**src/rtl/alu_display_pkg.sv**
```systemverilog
// Shared state encoding and sizing helpers for the ALU display scheduler.
package alu_display_pkg;

  localparam logic [1:0] ST_IDLE   = 2'd0;
  localparam logic [1:0] ST_SHOW   = 2'd1;
  localparam logic [1:0] ST_URGENT = 2'd2;

  localparam logic [1:0] SEL_URGENT = 2'd3;

  function automatic int cnt_width(input int a, input int b);
    int m;
    m = (a > b) ? a : b;
    return (m < 2) ? 1 : $clog2(m);
  endfunction

endpackage

```
**src/rtl/alu_display_if.sv**
```systemverilog
// Source/urgent/display bundle between the ALU datapath and the display path.
interface alu_display_if #(
  parameter int N_SRC = 3,
  parameter int WIDTH = 6
);

  logic [N_SRC*WIDTH-1:0] src_values;
  logic [N_SRC-1:0]       src_valid;
  logic                   hold;
  logic                   urgent_req;
  logic [WIDTH-1:0]       urgent_value;
  logic                   urgent_ack;
  logic [WIDTH-1:0]       value;
  logic                   value_valid;
  logic [1:0]             src_sel;
  logic                   slot_start;

  modport master (
    output src_values, src_valid, hold,
    output urgent_req, urgent_value,
    input  urgent_ack, value, value_valid,
    input  src_sel, slot_start
  );

  modport slave (
    input  src_values, src_valid, hold,
    input  urgent_req, urgent_value,
    output urgent_ack, value, value_valid,
    output src_sel, slot_start
  );

endinterface

```
**src/rtl/dwell_timer.sv**
```systemverilog
// Loadable down-counter shared by source and urgent slots.
module dwell_timer #(
  parameter int CW = 2
) (
  input  logic          clk,
  input  logic          rst,
  input  logic          i_load,
  input  logic [CW-1:0] i_load_val,
  input  logic          i_en,
  output logic          o_done
);

  logic [CW-1:0] r_cnt;

  always_ff @(posedge clk) begin
    if (rst) begin
      r_cnt <= '0;
    end else if (i_load) begin
      r_cnt <= i_load_val;
    end else if (i_en && (r_cnt != '0)) begin
      r_cnt <= r_cnt - 1'b1;
    end
  end

  assign o_done = i_en && (r_cnt == '0);

endmodule

```
**src/rtl/alu_display_scheduler.sv**
```systemverilog
// Rotates ALU sources onto the display with hold and urgent override.
// Urgent channel present only when ALU_DISP_URGENT_EN is defined.
module alu_display_scheduler
  import alu_display_pkg::*;
#(
  parameter int N_SRC         = 3,
  parameter int WIDTH         = 6,
  parameter int DWELL_CYCLES  = 200_000_000,
  parameter int URGENT_CYCLES = 300_000_000
) (
  input  logic          clk_100MHz,
  input  logic          reset,
  alu_display_if.slave  bus
);

  localparam int CW = cnt_width(DWELL_CYCLES, URGENT_CYCLES);
  localparam logic [CW-1:0] LD_DWELL = CW'(DWELL_CYCLES - 1);
  localparam logic [CW-1:0] LD_URG   = CW'(URGENT_CYCLES - 1);

  logic [1:0]       r_state;
  logic [1:0]       r_sel;
  logic [1:0]       r_ret;
  logic             r_ret_idle;
  logic [WIDTH-1:0] r_value;
  logic             r_vv;
  logic             r_ack;
  logic             r_ss;

  logic [1:0]       w_nstate;
  logic [1:0]       w_nsel;
  logic             w_start;
  logic             w_move;
  logic [2:0]       w_pick;
  logic [2:0]       w_low;
  logic [2:0]       w_nxt;
  logic [1:0]       w_cur;
  logic             w_cur_ok;
  logic [WIDTH-1:0] w_src_val;
  logic             w_urg_req;
  logic             w_urg;
  logic             w_done;

  // {found, index} of first valid source circularly after s
  function automatic logic [2:0] f_next(
    input logic [N_SRC-1:0] v,
    input logic [1:0]       s
  );
    logic [2:0] r;
    int k;
    r = '0;
    for (int j = N_SRC; j >= 1; j--) begin
      k = (int'(s) + j) % N_SRC;
      if (v[k]) r = {1'b1, 2'(k)};
    end
    return r;
  endfunction

  function automatic logic [2:0] f_low(
    input logic [N_SRC-1:0] v
  );
    logic [2:0] r;
    r = '0;
    for (int j = N_SRC - 1; j >= 0; j--) begin
      if (v[j]) r = {1'b1, 2'(j)};
    end
    return r;
  endfunction

`ifdef ALU_DISP_URGENT_EN
  assign w_urg_req = bus.urgent_req;
`else
  logic w_unused_urg;
  assign w_urg_req    = 1'b0;
  assign w_unused_urg = bus.urgent_req;
`endif

  assign w_urg = w_urg_req && (r_state != ST_URGENT);
  assign w_cur = (r_state == ST_URGENT) ? r_ret : r_sel;
  assign w_low = f_low(bus.src_valid);
  assign w_nxt = f_next(bus.src_valid, w_cur);

  always_comb begin
    w_cur_ok  = 1'b0;
    w_src_val = '0;
    for (int k = 0; k < N_SRC; k++) begin
      if (w_cur == 2'(k)) w_cur_ok = bus.src_valid[k];
      if (w_nsel == 2'(k)) w_src_val = bus.src_values[k*WIDTH +: WIDTH];
    end
  end

  always_comb begin
    w_move = 1'b0;
    w_pick = w_low;
    unique case (r_state)
      ST_IDLE: w_move = 1'b1;
      ST_SHOW: begin
        w_move = !w_cur_ok || w_done;
        w_pick = w_nxt;
      end
`ifdef ALU_DISP_URGENT_EN
      ST_URGENT: begin
        w_move = w_done;
        if (!r_ret_idle) begin
          w_pick = w_cur_ok ? {1'b1, r_ret} : w_nxt;
        end
      end
`endif
      default: w_move = 1'b1;
    endcase
  end

  always_comb begin
    w_nstate = r_state;
    w_nsel   = r_sel;
    w_start  = 1'b0;
    if (w_urg) begin
      w_nstate = ST_URGENT;
      w_nsel   = (N_SRC < 4) ? SEL_URGENT : r_sel;
      w_start  = 1'b1;
    end else if (w_move) begin
      if (w_pick[2]) begin
        w_nstate = ST_SHOW;
        w_nsel   = w_pick[1:0];
        w_start  = 1'b1;
      end else begin
        w_nstate = ST_IDLE;
      end
    end
  end

  dwell_timer #(.CW(CW)) u_timer (
    .clk        (clk_100MHz),
    .rst        (reset),
    .i_load     (w_start),
    .i_load_val (w_urg ? LD_URG : LD_DWELL),
    .i_en       ((r_state == ST_URGENT) || !bus.hold),
    .o_done     (w_done)
  );

  always_ff @(posedge clk_100MHz) begin
    if (reset) begin
      r_state    <= ST_IDLE;
      r_sel      <= '0;
      r_ret      <= '0;
      r_ret_idle <= 1'b0;
      r_value    <= '0;
      r_vv       <= 1'b0;
      r_ack      <= 1'b0;
      r_ss       <= 1'b0;
    end else begin
      r_state <= w_nstate;
      r_sel   <= w_nsel;
      r_ss    <= w_start;
      r_ack   <= w_urg;
      r_vv    <= (w_nstate != ST_IDLE);
      if (w_urg) begin
        r_ret      <= r_sel;
        r_ret_idle <= (r_state == ST_IDLE);
        r_value    <= bus.urgent_value;
      end else if (w_nstate == ST_SHOW) begin
        r_value <= w_src_val;
      end
    end
  end

  assign bus.value       = r_value;
  assign bus.value_valid = r_vv;
  assign bus.src_sel     = r_sel;
  assign bus.slot_start  = r_ss;
  assign bus.urgent_ack  = r_ack;

endmodule

```
**src/flat_wrapper.sv**
```systemverilog
// flat-port wrapper written by rule: the top's interface ports become plain ports
module alu_display_scheduler_flat import alu_display_pkg::*;
#(
  parameter int N_SRC         = 3,
  parameter int WIDTH         = 6,
  parameter int DWELL_CYCLES  = 200_000_000,
  parameter int URGENT_CYCLES = 300_000_000
)
  (clk_100MHz, reset, bus_src_values, bus_src_valid, bus_hold, bus_urgent_req, bus_urgent_value, bus_urgent_ack, bus_value, bus_value_valid, bus_src_sel, bus_slot_start);
  alu_display_if #(.N_SRC(N_SRC), .WIDTH(WIDTH)) bus_i ();
  input  logic clk_100MHz;
  input  logic reset;
  input wire logic [$bits(bus_i.src_values)-1:0] bus_src_values;
  input wire logic [$bits(bus_i.src_valid)-1:0] bus_src_valid;
  input wire logic [$bits(bus_i.hold)-1:0] bus_hold;
  input wire logic [$bits(bus_i.urgent_req)-1:0] bus_urgent_req;
  input wire logic [$bits(bus_i.urgent_value)-1:0] bus_urgent_value;
  output wire logic [$bits(bus_i.urgent_ack)-1:0] bus_urgent_ack;
  output wire logic [$bits(bus_i.value)-1:0] bus_value;
  output wire logic [$bits(bus_i.value_valid)-1:0] bus_value_valid;
  output wire logic [$bits(bus_i.src_sel)-1:0] bus_src_sel;
  output wire logic [$bits(bus_i.slot_start)-1:0] bus_slot_start;
  assign bus_i.src_values = bus_src_values;
  assign bus_i.src_valid = bus_src_valid;
  assign bus_i.hold = bus_hold;
  assign bus_i.urgent_req = bus_urgent_req;
  assign bus_i.urgent_value = bus_urgent_value;
  assign bus_urgent_ack = bus_i.urgent_ack;
  assign bus_value = bus_i.value;
  assign bus_value_valid = bus_i.value_valid;
  assign bus_src_sel = bus_i.src_sel;
  assign bus_slot_start = bus_i.slot_start;
  alu_display_scheduler #(.N_SRC(N_SRC), .WIDTH(WIDTH), .DWELL_CYCLES(DWELL_CYCLES), .URGENT_CYCLES(URGENT_CYCLES)) u_core (.clk_100MHz(clk_100MHz), .reset(reset), .bus(bus_i));
endmodule
```
**config.mk**
```make
export PLATFORM = sky130hd
export DESIGN_NAME = alu_display_scheduler_flat
export DESIGN_NICKNAME = d
export VERILOG_FILES = /design/src/rtl/alu_display_pkg.sv /design/src/rtl/alu_display_if.sv /design/src/rtl/dwell_timer.sv /design/src/rtl/alu_display_scheduler.sv /design/src/flat_wrapper.sv
export SDC_FILE = /design/constraint.sdc
export NUM_CORES = 1
export LEC_CHECK = 0
export BUFFER_PORTS_ARGS = -buffer_cell sky130_fd_sc_hd__buf_4
export CORE_MARGIN = 5
export CORE_UTILIZATION = 40
export DETAILED_ROUTE_END_ITERATION = 6
export GPL_TIMING_DRIVEN = 0
export PLACE_DENSITY = 0.63
export SYNTH_ARGS = -nofsm -noshare
export SYNTH_HDL_FRONTEND = slang
export SYNTH_SLANG_ARGS = --single-unit
```
**constraint.sdc**
```tcl
create_clock -name clk_100MHz -period 2.5 [get_ports clk_100MHz]
set_input_delay 0 -clock clk_100MHz [delete_from_list [all_inputs] [get_ports clk_100MHz]]
set_output_delay 0 -clock clk_100MHz [all_outputs]
set_load 0.05 [all_outputs]
```
==> results of run 1 <==
registers in the layout, indices dropped and copies added, names as in the netlist:
name and count:
u_core.bus.slot_start 1, u_core.bus.src_sel 2, u_core.bus.value 6, u_core.bus.value_valid 1, u_core.r_state 2, u_core.u_timer.r_cnt 29
cells by family (layout without fill, tap and decap cells):
| logic type | Yosys count | count (layout) | synth area share [%] |
|---|---|---|---|
| other | 1 | 2 | 0.172 |
| flip-flops | 41 | 41 | 37.6 |
| buffers and inverters | 20 | 92 | 3.67 |
| multiplexers | 8 | 8 | 3.89 |
| AO/OA/AOI/OAI | 63 | 63 | 19.9 |
| XOR/XNOR | 25 | 25 | 10.0 |
| AND/OR/NAND/NOR | 88 | 88 | 21.3 |
| adder cells (fa/ha/maj) | 6 | 6 | 3.44 |
repair_timing:
item / CTS / global route
pin swaps: 12 / 14
cloned: 0 / 0
hold buffers: 18 / 0
setup buffers: 15 / 2
hold endpoints to repair: 6 / 0
endpoints found under the setup margin: 36 / 37
gates resized for setup: 23 / 15
power by group:
| group | switching, mW | leakage (nW) | internal, mW |
|---|---|---|---|
| logic | 0.262 | 0.835 | 0.221 |
| registers | 0.0429 | 0.344 | 0.704 |
| clock network | 0.229 | 0.0574 | 0.325 |
| total | 0.534 | 1.24 | 1.25 |
stage by stage:
stage               power (mW)  setup TNS [ns]  cells  setup WS, ns  util, %
floorplan                 1.03          -0.409    253       -0.0953        -
global placement          1.14           -6.13    357        -0.329     48.1
detailed placement        1.15           -6.67    357        -0.322     48.1
CTS                       1.78           -1.50    397        -0.219     57.5
global route              1.88           -6.72    397        -0.282     58.8
finish                    1.78           -1.69    397        -0.157     58.8
final timing paths:
check	startpoint	to
setup reg to reg	u_core.r_state[0]$_SDFF_PP0_	u_core.bus.value[5]$_SDFFE_PP0N_
hold reg to reg	u_core.u_timer.r_cnt[8]$_SDFFE_PP0P_	u_core.u_timer.r_cnt[8]$_SDFFE_PP0P_
setup / recovery	u_core.r_state[0]$_SDFF_PP0_	u_core.bus.value[5]$_SDFFE_PP0N_
hold / removal	reset	u_core.u_timer.r_cnt[22]$_SDFFE_PP0P_
routing by layer:
layer | vias up | wire [µm]
li1 | 1050 | -
met5 | - | 0
met4 | 0 | 176
met3 | 17 | 194
met1 | 970 | 2420
met2 | 43 | 2880
synth_stat cells, types with 2 or more instances:
master / count / area, µm²
sky130_fd_sc_hd__dfxtp_1: 41 / 821
sky130_fd_sc_hd__nor2_1: 25 / 93.8
sky130_fd_sc_hd__a21oi_1: 21 / 105
sky130_fd_sc_hd__xnor2_1: 17 / 149
sky130_fd_sc_hd__nand2_1: 15 / 56.3
sky130_fd_sc_hd__inv_1: 10 / 37.5
sky130_fd_sc_hd__nor3_1: 8 / 40.0
sky130_fd_sc_hd__o21ai_1: 8 / 40.0
sky130_fd_sc_hd__xor2_1: 8 / 70.1
sky130_fd_sc_hd__or4_1: 7 / 52.6
sky130_fd_sc_hd__clkbuf_1: 6 / 22.5
sky130_fd_sc_hd__ha_1: 6 / 75.1
sky130_fd_sc_hd__mux2i_1: 6 / 60.1
sky130_fd_sc_hd__nand2b_1: 6 / 37.5
sky130_fd_sc_hd__o21ai_0: 6 / 30.0
sky130_fd_sc_hd__nor2b_1: 5 / 31.3
sky130_fd_sc_hd__or3_1: 5 / 31.3
sky130_fd_sc_hd__a22oi_1: 4 / 30.0
sky130_fd_sc_hd__nor4_1: 4 / 25.0
sky130_fd_sc_hd__a31oi_1: 3 / 18.8
sky130_fd_sc_hd__nand4_1: 3 / 18.8
sky130_fd_sc_hd__a222oi_1: 2 / 20.0
sky130_fd_sc_hd__buf_1: 2 / 7.51
sky130_fd_sc_hd__o31ai_1: 2 / 15.0
layout make-up:
class	count	area, µm²	area share (%)
plain buffers	7	42.5	1.34
clock buffers	6	82.6	2.60
clock inverters	2	37.5	1.18
inverters	10	40.0	1.26
multi-input cells	192	1490	46.8
flip-flops and latches	41	833	26.2
well taps	72	90.1	2.83
repair buffers	67	564	17.7
==> flow_metrics.tcl, run 1 <==
set metrics [dict create \
    die_area_um2 7040 \
    grtUsageMet1_pct 19.2 \
    cts.htree.levels 2 \
    crit_slowest_cell "sky130_fd_sc_hd__a221oi_2" \
    first_pass_grt_wire_length_mm 9.45 \
    clock_sink_count 41 \
    min_delay_path_depth 2 \
    via_count_of_the_first_global_routing_pass 2061 \
    final_design_area_no_fill_um2 3180 \
    layout_min_cycle_time_ns 2.66 \
    place.port_buffers 32 \
    finalSetupViolCount 36 \
    timing.critical_path.arrival_ns 2.83 \
    regToRegSetupSlack_ns -0.16 \
    tritoncts "built" \
    detailedRoute.firstIterationViolations 90 \
    yosysSeqAreaShare_pct 37.6 \
    slowest_delay_ns 0.35 \
    crit_type "flop to flop" \
    global_route.overflow_total 0 \
    io_pins 42 \
    synth_cell_type_count 56 \
    p_leak_nw 1.24 \
    worst_slack_ns -0.157 \
    post-route-drc-count 0 \
    crit_family "compound AO/OA/AOI/OAI gates" \
    die_h_um 83.9 \
    timing.critical_path.to_type "flop" \
    fin_skew_ns 0.0125 \
    routed-via-count 2080 \
    tritoncts_buffers 5 \
    cts.reportedPaths.clkPinSlew_ns 0.09 \
    drt-wirelength-per-cell_um 14.3 \
    post_synth_edffs 0 \
    num-fill-cells 483 \
    globalplace.congestion 0.735 \
    path_cells "nand2b_4 > nand2_4 > inv_4 > ha_4 > buf_6 > mux2i_2 > a221oi_2 > a41oi_2 > o21a_4 > a31o_4 > a222oi_1 > o21ai_1" \
    placeableCoreArea_um2 5410 \
    num_antenna_cells 0 \
    postRouteWirelength_mm 5.67 \
    chipWidth_um 83.9 \
    postSynthCellCount 252 \
    final_layout_size_suffix_gt1_share_pct 31.4 \
    avgSynthCellArea_um2 8.67 \
    ant_nets 0 \
    achievable_frequency_mhz 376 \
    detailed_place.area_um2 2600 \
    most_common_library_cell_in_the_layout_ignoring_fill_and_taps "sky130_fd_sc_hd__buf_4" \
    crit_path_start_kind "flop" \
    grt_setup_unrepaired "yes" \
    worstSkewPairLatency_ns 0.29 \
    nNetsFinal 361 \
    cts-root-to-sink-buffers 2 \
    cap_viol_max_count 0 \
    antenna_violations_before_repair 0 \
    grt_busiest_layer "met2" \
    vias_per_cell 5.24 \
    timing.final.crit_share_pct 106 \
    min_path_type "input pin to flop" \
    layout.cells.most_common_list "sky130_fd_sc_hd__buf_4 (48), sky130_fd_sc_hd__dfxtp_1 (35), sky130_fd_sc_hd__nor2_1 (25)" \
    critPathRequiredTime_ns 2.68 \
    hold_viol 0 \
    drtPass1Iterations 4 \
    clock_tree.root_cell "sky130_fd_sc_hd__clkbuf_8" \
    power.density_cell_area_nw_per_um2 561 \
    grt_max_degree 14 \
    violations "negative setup slack" \
    initial_utilization_pct 40.4 \
    run_status "complete, but fails checks" \
    globalRouteMet2Util_pct 27.8 \
    placement_rows 27 \
    primary_ff_master_synth "sky130_fd_sc_hd__dfxtp_1" \
    ir_drop_v 0.000399 \
    synth-async-reset-ratio_pct 0 \
    synthToLayoutAreaGrowth_pct 45.5 \
    worstPathMaxFanout 6 \
    synth_seq_cells 41 \
    grt_util_met3_pct 3.75 \
    total_global_route_track_usage_pct 16.3 \
    worst_r2r_path_depth 12 \
    worst-path-stages 12 \
    fin_hold_ws_ns 0.147 \
    yosysWarnings 0 \
    timing_max_transition_violations_final 0 \
    place.detailed.hpwl_mm 3.65 \
    critical_path.n_buffers_inverters 2 \
    synth.cell_area_um2 2180 \
]
Note: power is estimated with default switching activity, not from simulation.
==> inputs of run 2 (changes only) <==
ABC_AREA = 1   (was not set)
PLACE_DENSITY = 0.62   (was 0.63)
RECOVER_POWER = 25   (was not set)
==> flow_metrics.tcl, run 2 <==
set metrics [dict create \
    run_status "finished clean" \
    p_leak_nw 1.54 \
    vias_per_cell 5.04 \
    hold_viol 0 \
    tritoncts "built" \
    critPathRequiredTime_ns 2.69 \
    die_h_um 93.0 \
    cts-root-to-sink-buffers 2 \
    timing.critical_path.arrival_ns 2.49 \
    min_path_type "input pin to flop" \
    layout.cells.most_common_list "sky130_fd_sc_hd__nand2_1 (110), sky130_fd_sc_hd__inv_1 (55), sky130_fd_sc_hd__nor2_1 (52)" \
    cts.htree.levels 2 \
    cap_viol_max_count 0 \
    worst_slack_ns 0.199 \
    tritoncts_buffers 5 \
    avgSynthCellArea_um2 6.37 \
    fin_hold_ws_ns 0.00993 \
    detailedRoute.firstIterationViolations 121 \
    crit_path_start "u_core.r_state[0]$_SDFF_PP0_" \
    place.port_buffers 33 \
    ant_nets 0 \
    registers.top_by_ff_count "u_core.u_timer.r_cnt" \
    initial_utilization_pct 40.8 \
    place.detailed.hpwl_mm 5.54 \
    die_area_um2 8650 \
    synth-async-reset-ratio_pct 0 \
    globalplace.congestion 0.943 \
    timing.critical_path.to_type "flop" \
    global_route.overflow_total 0 \
    fin_tns_setup_ns 0 \
    grt_max_degree 13 \
    main_area_contributors_after_synthesis "sky130_fd_sc_hd__dfxtp_1 (30%), sky130_fd_sc_hd__nand2_1 (16%), sky130_fd_sc_hd__inv_1 (7.6%), sky130_fd_sc_hd__nor2_1 (7.4%), sky130_fd_sc_hd__nand3_1 (6.9%)" \
    r2r-start "u_core.r_state[0]$_SDFF_PP0_" \
    cts.reportedPaths.clkPinSlew_ns 0.08 \
    routed-via-count 2801 \
    achievable_frequency_mhz 435 \
    first_pass_grt_wire_length_mm 12.1 \
    synth_cell_type_count 39 \
    fin_skew_ns 0.00561 \
    drtPass1Iterations 5 \
    final_layout_size_suffix_gt1_share_pct 17.2 \
    final_design_area_no_fill_um2 3260 \
    timing.final.crit_share_pct 92.0 \
    finalSetupViolCount 0 \
    postSynthCellCount 433 \
    synth.cells.most_frequent "sky130_fd_sc_hd__nand2_1 (115), sky130_fd_sc_hd__inv_1 (56), sky130_fd_sc_hd__nor2_1 (54)" \
    clock_tree.root_cell "sky130_fd_sc_hd__clkbuf_8" \
    nNetsFinal 512 \
    num_antenna_cells 0 \
    post_synth_edffs 0 \
    worstSkewPairLatency_ns 0.29 \
    power.density_cell_area_nw_per_um2 650 \
    primary_ff_master_synth "sky130_fd_sc_hd__dfxtp_1" \
    placeableCoreArea_um2 6760 \
    timing_max_transition_violations_final 0 \
    post_cts_hold_buffer_count 0 \
    worst_slew_pin_slew_ns 0.621 \
    via_count_of_the_first_global_routing_pass 2609 \
    ir_drop_v 0.000316 \
    postCtsSetupBuffers 0 \
    total_global_route_track_usage_pct 17.3 \
    most_common_library_cell_in_the_layout_ignoring_fill_and_taps "sky130_fd_sc_hd__nand2_1" \
    crit_type "flop to flop" \
    synth_top_cell_area_share_pct 29.8 \
    synthToLayoutAreaGrowth_pct 18.4 \
    worst_slew_margin_rel_pct 58.8 \
    detailed_place.area_um2 3110 \
    largest_reg_flops 29 \
    worstPathMaxFanout 10 \
    yosysWarnings 0 \
    chipWidth_um 93.0 \
    synthDominantAreaCellType "sky130_fd_sc_hd__dfxtp_1" \
    crit_path_start_kind "flop" \
    drt-wirelength-per-cell_um 13.0 \
    io_pins 42 \
    most_frequently_used_cell_type_in_the_post_synthesis_netlist "sky130_fd_sc_hd__nand2_1" \
    place_worst_setup_slack_ns 0.0170 \
    placement_rows 30 \
    hold_path_startpoint "bus_src_values[0]" \
    yosysSeqAreaShare_pct 29.8 \
    antenna_violations_before_repair 0 \
    postRouteWirelength_mm 7.20 \
    post-route-drc-count 0 \
    synth_seq_cells 41 \
    layout_min_cycle_time_ns 2.30 \
    synth.cell_area_um2 2760 \
    clock_sink_count 41 \
]
==> run 2: cell type report <==
class	instances	area [µm²]
sequential	41	821
multi-input combinational	320	1690
clock inverter	1	30.0
inverter	64	245
timing repair buffer	34	215
buffer	9	72.6
fill	726	3490
clock buffer	7	86.3
tap	80	100
==> run 2: routing by layer <==
layer  wire length, µm  share of wire [%]  up-vias  track usage (%)
li1                  -                  -     1459                -
met1              3330                 46     1235             22.9
met2              3320                 46       94             27.4
met3               425                5.9       13             3.78
met4               125                1.7        0             6.47
met5                 0                  0        -                0
==> run 2: cells by family after synthesis <==
family	Yosys count	synth area share (%)
and+or+nand+nor	260	44.5
buffers and inverters	73	11.0
AOI/OAI and AO/OA	44	9.39
DFF	41	29.8
xor gates and xnor gates	8	2.54
adders and majority gates	6	2.72
other	1	0.136
==> run 2: through the flow <==
stage,instances,utilization [%],power (mW)
after floorplan,434,-,1.36
after global placement,547,46.0,1.56
final,556,48.3,2.12
after global routing,556,48.3,2.26
after detailed placement,547,46.0,1.57
after CTS,555,47.8,2.13
==> run 2: where the power goes <==
part | switching [mW] | internal, mW | total (mW)
clock network | 0.225 | 0.326 | 0.550
registers | 0.0617 | 0.726 | 0.788
logic | 0.539 | 0.246 | 0.785
==> run 2: path summary, 6_finish.rpt <==
| kind | to | slack [ns] | depth (start not counted) |
|---|---|---|---|
| worst max-delay path | u_core.u_timer.r_cnt[5]$_SDFFE_PP0P_ | 0.20 | 17 |
| worst min-delay path | u_core.bus.value[0]$_SDFFE_PP0N_ | 0.01 | 5 |
| worst max register to register | u_core.u_timer.r_cnt[5]$_SDFFE_PP0P_ | 0.20 | 17 |
| worst min register to register | u_core.bus.value[4]$_SDFFE_PP0N_ | 0.46 | 2 |
==> run 2: what timing repair did <==
action | in CTS | in global routing
cloned | 0 | 1
setup endpoints to repair | 2 | 27
pin swaps | 0 | 2
resized for setup | 1 | 22
==> run 2: critical path, stage by stage (launching register included) <==
cell and delay [ns]:
sky130_fd_sc_hd__dfxtp_1 0.30, sky130_fd_sc_hd__inv_1 0.09, sky130_fd_sc_hd__nand2_2 0.10, sky130_fd_sc_hd__nand2_4 0.10, sky130_fd_sc_hd__inv_1 0.05, sky130_fd_sc_hd__ha_2 0.21
sky130_fd_sc_hd__inv_1 0.10, sky130_fd_sc_hd__nor2_1 0.06, sky130_fd_sc_hd__o21ai_1 0.13, sky130_fd_sc_hd__nand2_1 0.08, sky130_fd_sc_hd__nor2_2 0.17, sky130_fd_sc_hd__nand2_4 0.09
sky130_fd_sc_hd__nand2_4 0.11, sky130_fd_sc_hd__buf_8 0.15, sky130_fd_sc_hd__buf_2 0.25, sky130_fd_sc_hd__nand3_1 0.10, sky130_fd_sc_hd__nand2_1 0.06, sky130_fd_sc_hd__inv_1 0.04
==> inputs of run 3 (changes only) <==
CTS_BUF_LIST = sky130_fd_sc_hd__clkbuf_8   (was not set)
==> flow_metrics.tcl, run 3 (synthesized netlist as in run 2, its figures left out) <==
set metrics [dict create \
    finalSetupViolCount 0 \
    cap_viol_max_count 0 \
    achievable_frequency_mhz 436 \
    total_global_route_track_usage_pct 17.3 \
    min_delay_path_depth 5 \
    detailed_place.area_um2 3110 \
    worst_slew_margin_rel_pct 58.8 \
    worst_slack_ns 0.208 \
    cts.reportedPaths.clkPinSlew_ns 0.08 \
    layout.cells.most_common_list "sky130_fd_sc_hd__nand2_1 (110), sky130_fd_sc_hd__inv_1 (56), sky130_fd_sc_hd__nor2_1 (52)" \
    fin_skew_ns 0.00829 \
    timing.critical_path.arrival_ns 2.48 \
    die_h_um 93.0 \
    crit_path_start "u_core.r_state[0]$_SDFF_PP0_" \
    p_leak_nw 1.54 \
    seq_area_um2 821 \
    drt-wirelength-per-cell_um 12.8 \
    registers.top_by_ff_count "u_core.u_timer.r_cnt" \
    place.detailed.hpwl_mm 5.54 \
    final_layout_size_suffix_gt1_share_pct 17.2 \
    grt_util_met3_pct 3.78 \
    run_status "finished clean" \
    placeableCoreArea_um2 6760 \
    global_route.overflow_total 0 \
    hold_viol 0 \
    vias_per_cell 5.00 \
    path_cells "inv_1 > nand2_2 > nand2_4 > inv_1 > ha_2 > inv_1 > nor2_1 > o21ai_1 > nand2_1 > nor2_2 > nand2_4 > nand2_4 > buf_8 > buf_2 > nand3_1 > nand2_1 > inv_1" \
    critical-path-top-cell-by-count "sky130_fd_sc_hd__inv_1" \
    num-fill-cells 726 \
    antenna_violations_before_repair 0 \
    crit_family "simple AND/OR/NAND/NOR gates" \
    power.density_cell_area_nw_per_um2 648 \
    timing.critical_path.to_type "flop" \
    place_worst_setup_slack_ns 0.0170 \
    finish.utilization_pct 48.3 \
    via_count_of_the_first_global_routing_pass 2609 \
    r2r-start "u_core.r_state[0]$_SDFF_PP0_" \
    post-route-drc-count 0 \
    grt_max_degree 13 \
    hold-path-endpoint "u_core.bus.value[0]$_SDFFE_PP0N_" \
    postRouteWirelength_mm 7.14 \
    ant_nets 0 \
    first_pass_grt_wire_length_mm 12.1 \
    io_pins 42 \
    clkPwrFrac_pct 25.9 \
    power.net_switching_mw 0.824 \
    timing.final.crit_share_pct 91.7 \
    cts-root-to-sink-buffers 2 \
    place.port_buffers 33 \
    tritoncts "built" \
    regToRegSetupSlack_ns 0.21 \
    worstPathMaxFanout 10 \
    num_antenna_cells 0 \
    multi_input_area_um2 1690 \
    layout_min_cycle_time_ns 2.29 \
    tritoncts_buffers 5 \
    min_path_type "input pin to flop" \
    timing_max_transition_violations_final 0 \
    globalplace.congestion 0.943 \
    cts.htree.levels 2 \
    routed-via-count 2780 \
    clock_sink_count 41 \
    drtPass1Iterations 4 \
    worst_r2r_endpoint "u_core.u_timer.r_cnt[5]$_SDFFE_PP0P_" \
    die_area_um2 8650 \
    globalRouteMet2Util_pct 27.4 \
    grt_busiest_layer "met2" \
    synthToLayoutAreaGrowth_pct 18.4 \
    worst_slew_pin_slew_ns 0.621 \
    chipWidth_um 93.0 \
    combinationalPowerShare_pct 36.9 \
    fin_tns_setup_ns 0 \
    nNetsFinal 512 \
    power.sequential.fraction_pct 37.2 \
    most_common_library_cell_in_the_layout_ignoring_fill_and_taps "sky130_fd_sc_hd__nand2_1" \
    ir_drop_v 0.000315 \
    crit_slowest_cell "sky130_fd_sc_hd__dfxtp_1" \
    critPathRequiredTime_ns 2.69 \
    hold_path_startpoint "bus_src_values[0]" \
    final_design_area_no_fill_um2 3260 \
    grtUsageMet1_pct 22.9 \
    clock_tree.root_cell "sky130_fd_sc_hd__clkbuf_8" \
    largest_reg_flops 29 \
    crit_type "flop to flop" \
    worstSkewPairLatency_ns 0.30 \
    power_report.internal_total_mw 1.29 \
    slowest_delay_ns 0.30 \
    total_power_mw 2.12 \
    placement_rows 30 \
    swShare_pct 38.9 \
    detailedRoute.firstIterationViolations 126 \
    crit_path_start_kind "flop" \
    critical_path.n_buffers_inverters 6 \
    initial_utilization_pct 40.8 \
    worst_r2r_path_depth 17 \
]
run 3: changes by cell type in the layout (fill, tap and decap cells not counted), sizes merged:
cell | before | now
inv | 64 | 65
clkbuf | 19 | 18
run 3: worst min-delay path, delay by kind of cell:
family                 cells  cell delay (ns)
buffers and inverters      1             0.08
and+or+nand+nor            3             0.14
AOI/OAI and AO/OA          1             0.06
run 3: layout make-up:
type	instances	area share [%]
multi-input combinational	320	51.9
sequential	41	25.1
inverter	64	7.51
timing repair buffer	34	6.59
tap	80	3.07
clock buffer	6	2.53
buffer	9	2.22
clock inverter	2	1.03
run 3: timing repair:
| action | in CTS | in global routing |
|---|---|---|
| buffers inserted | 0 | 0 |
| endpoints found under the setup margin | 2 | 27 |
| pin swaps | 0 | 2 |
| hold buffers | 0 | 0 |
| cloned | 0 | 1 |
| resized for setup | 1 | 22 |
run 3: routing by layer:
metal	share of wire (%)	routed length, µm
met1	46	3280
met2	46	3290
met3	6.2	439
met4	1.8	125
met5	0	0
run 3: power by group through the flow:
stage               logic [mW]  clock network [mW]  registers, mW
global placement         0.757                   0          0.800
global route             0.869               0.591          0.798
finish                   0.782               0.548          0.787
floorplan                0.454                   0          0.902
detailed placement       0.767                   0          0.800
CTS                      0.770               0.565          0.786
run 3: how the worst max path moves through the flow:
stage | end | slack [ns] | cells past startpoint
floorplan | u_core.bus.value[3]$_SDFFE_PP0N_ | 0.01 | 17
global placement | u_core.u_timer.r_cnt[8]$_SDFFE_PP0P_ | 0.10 | 17
detailed placement | u_core.u_timer.r_cnt[12]$_SDFFE_PP0P_ | 0.02 | 15
CTS | u_core.u_timer.r_cnt[15]$_SDFFE_PP0P_ | 0.009 | 17
global route | u_core.bus.value[2]$_SDFFE_PP0N_ | -0.02 | 19
finish | u_core.u_timer.r_cnt[5]$_SDFFE_PP0P_ | 0.21 | 17
run 3: stage by stage:
step                      instances  hold slack, ns
final                           556         0.00993
after global routing            556          0.0213
after CTS                       555         0.00985
after detailed placement        547           0.320
after global placement          547           0.320
after floorplan                 434           0.206
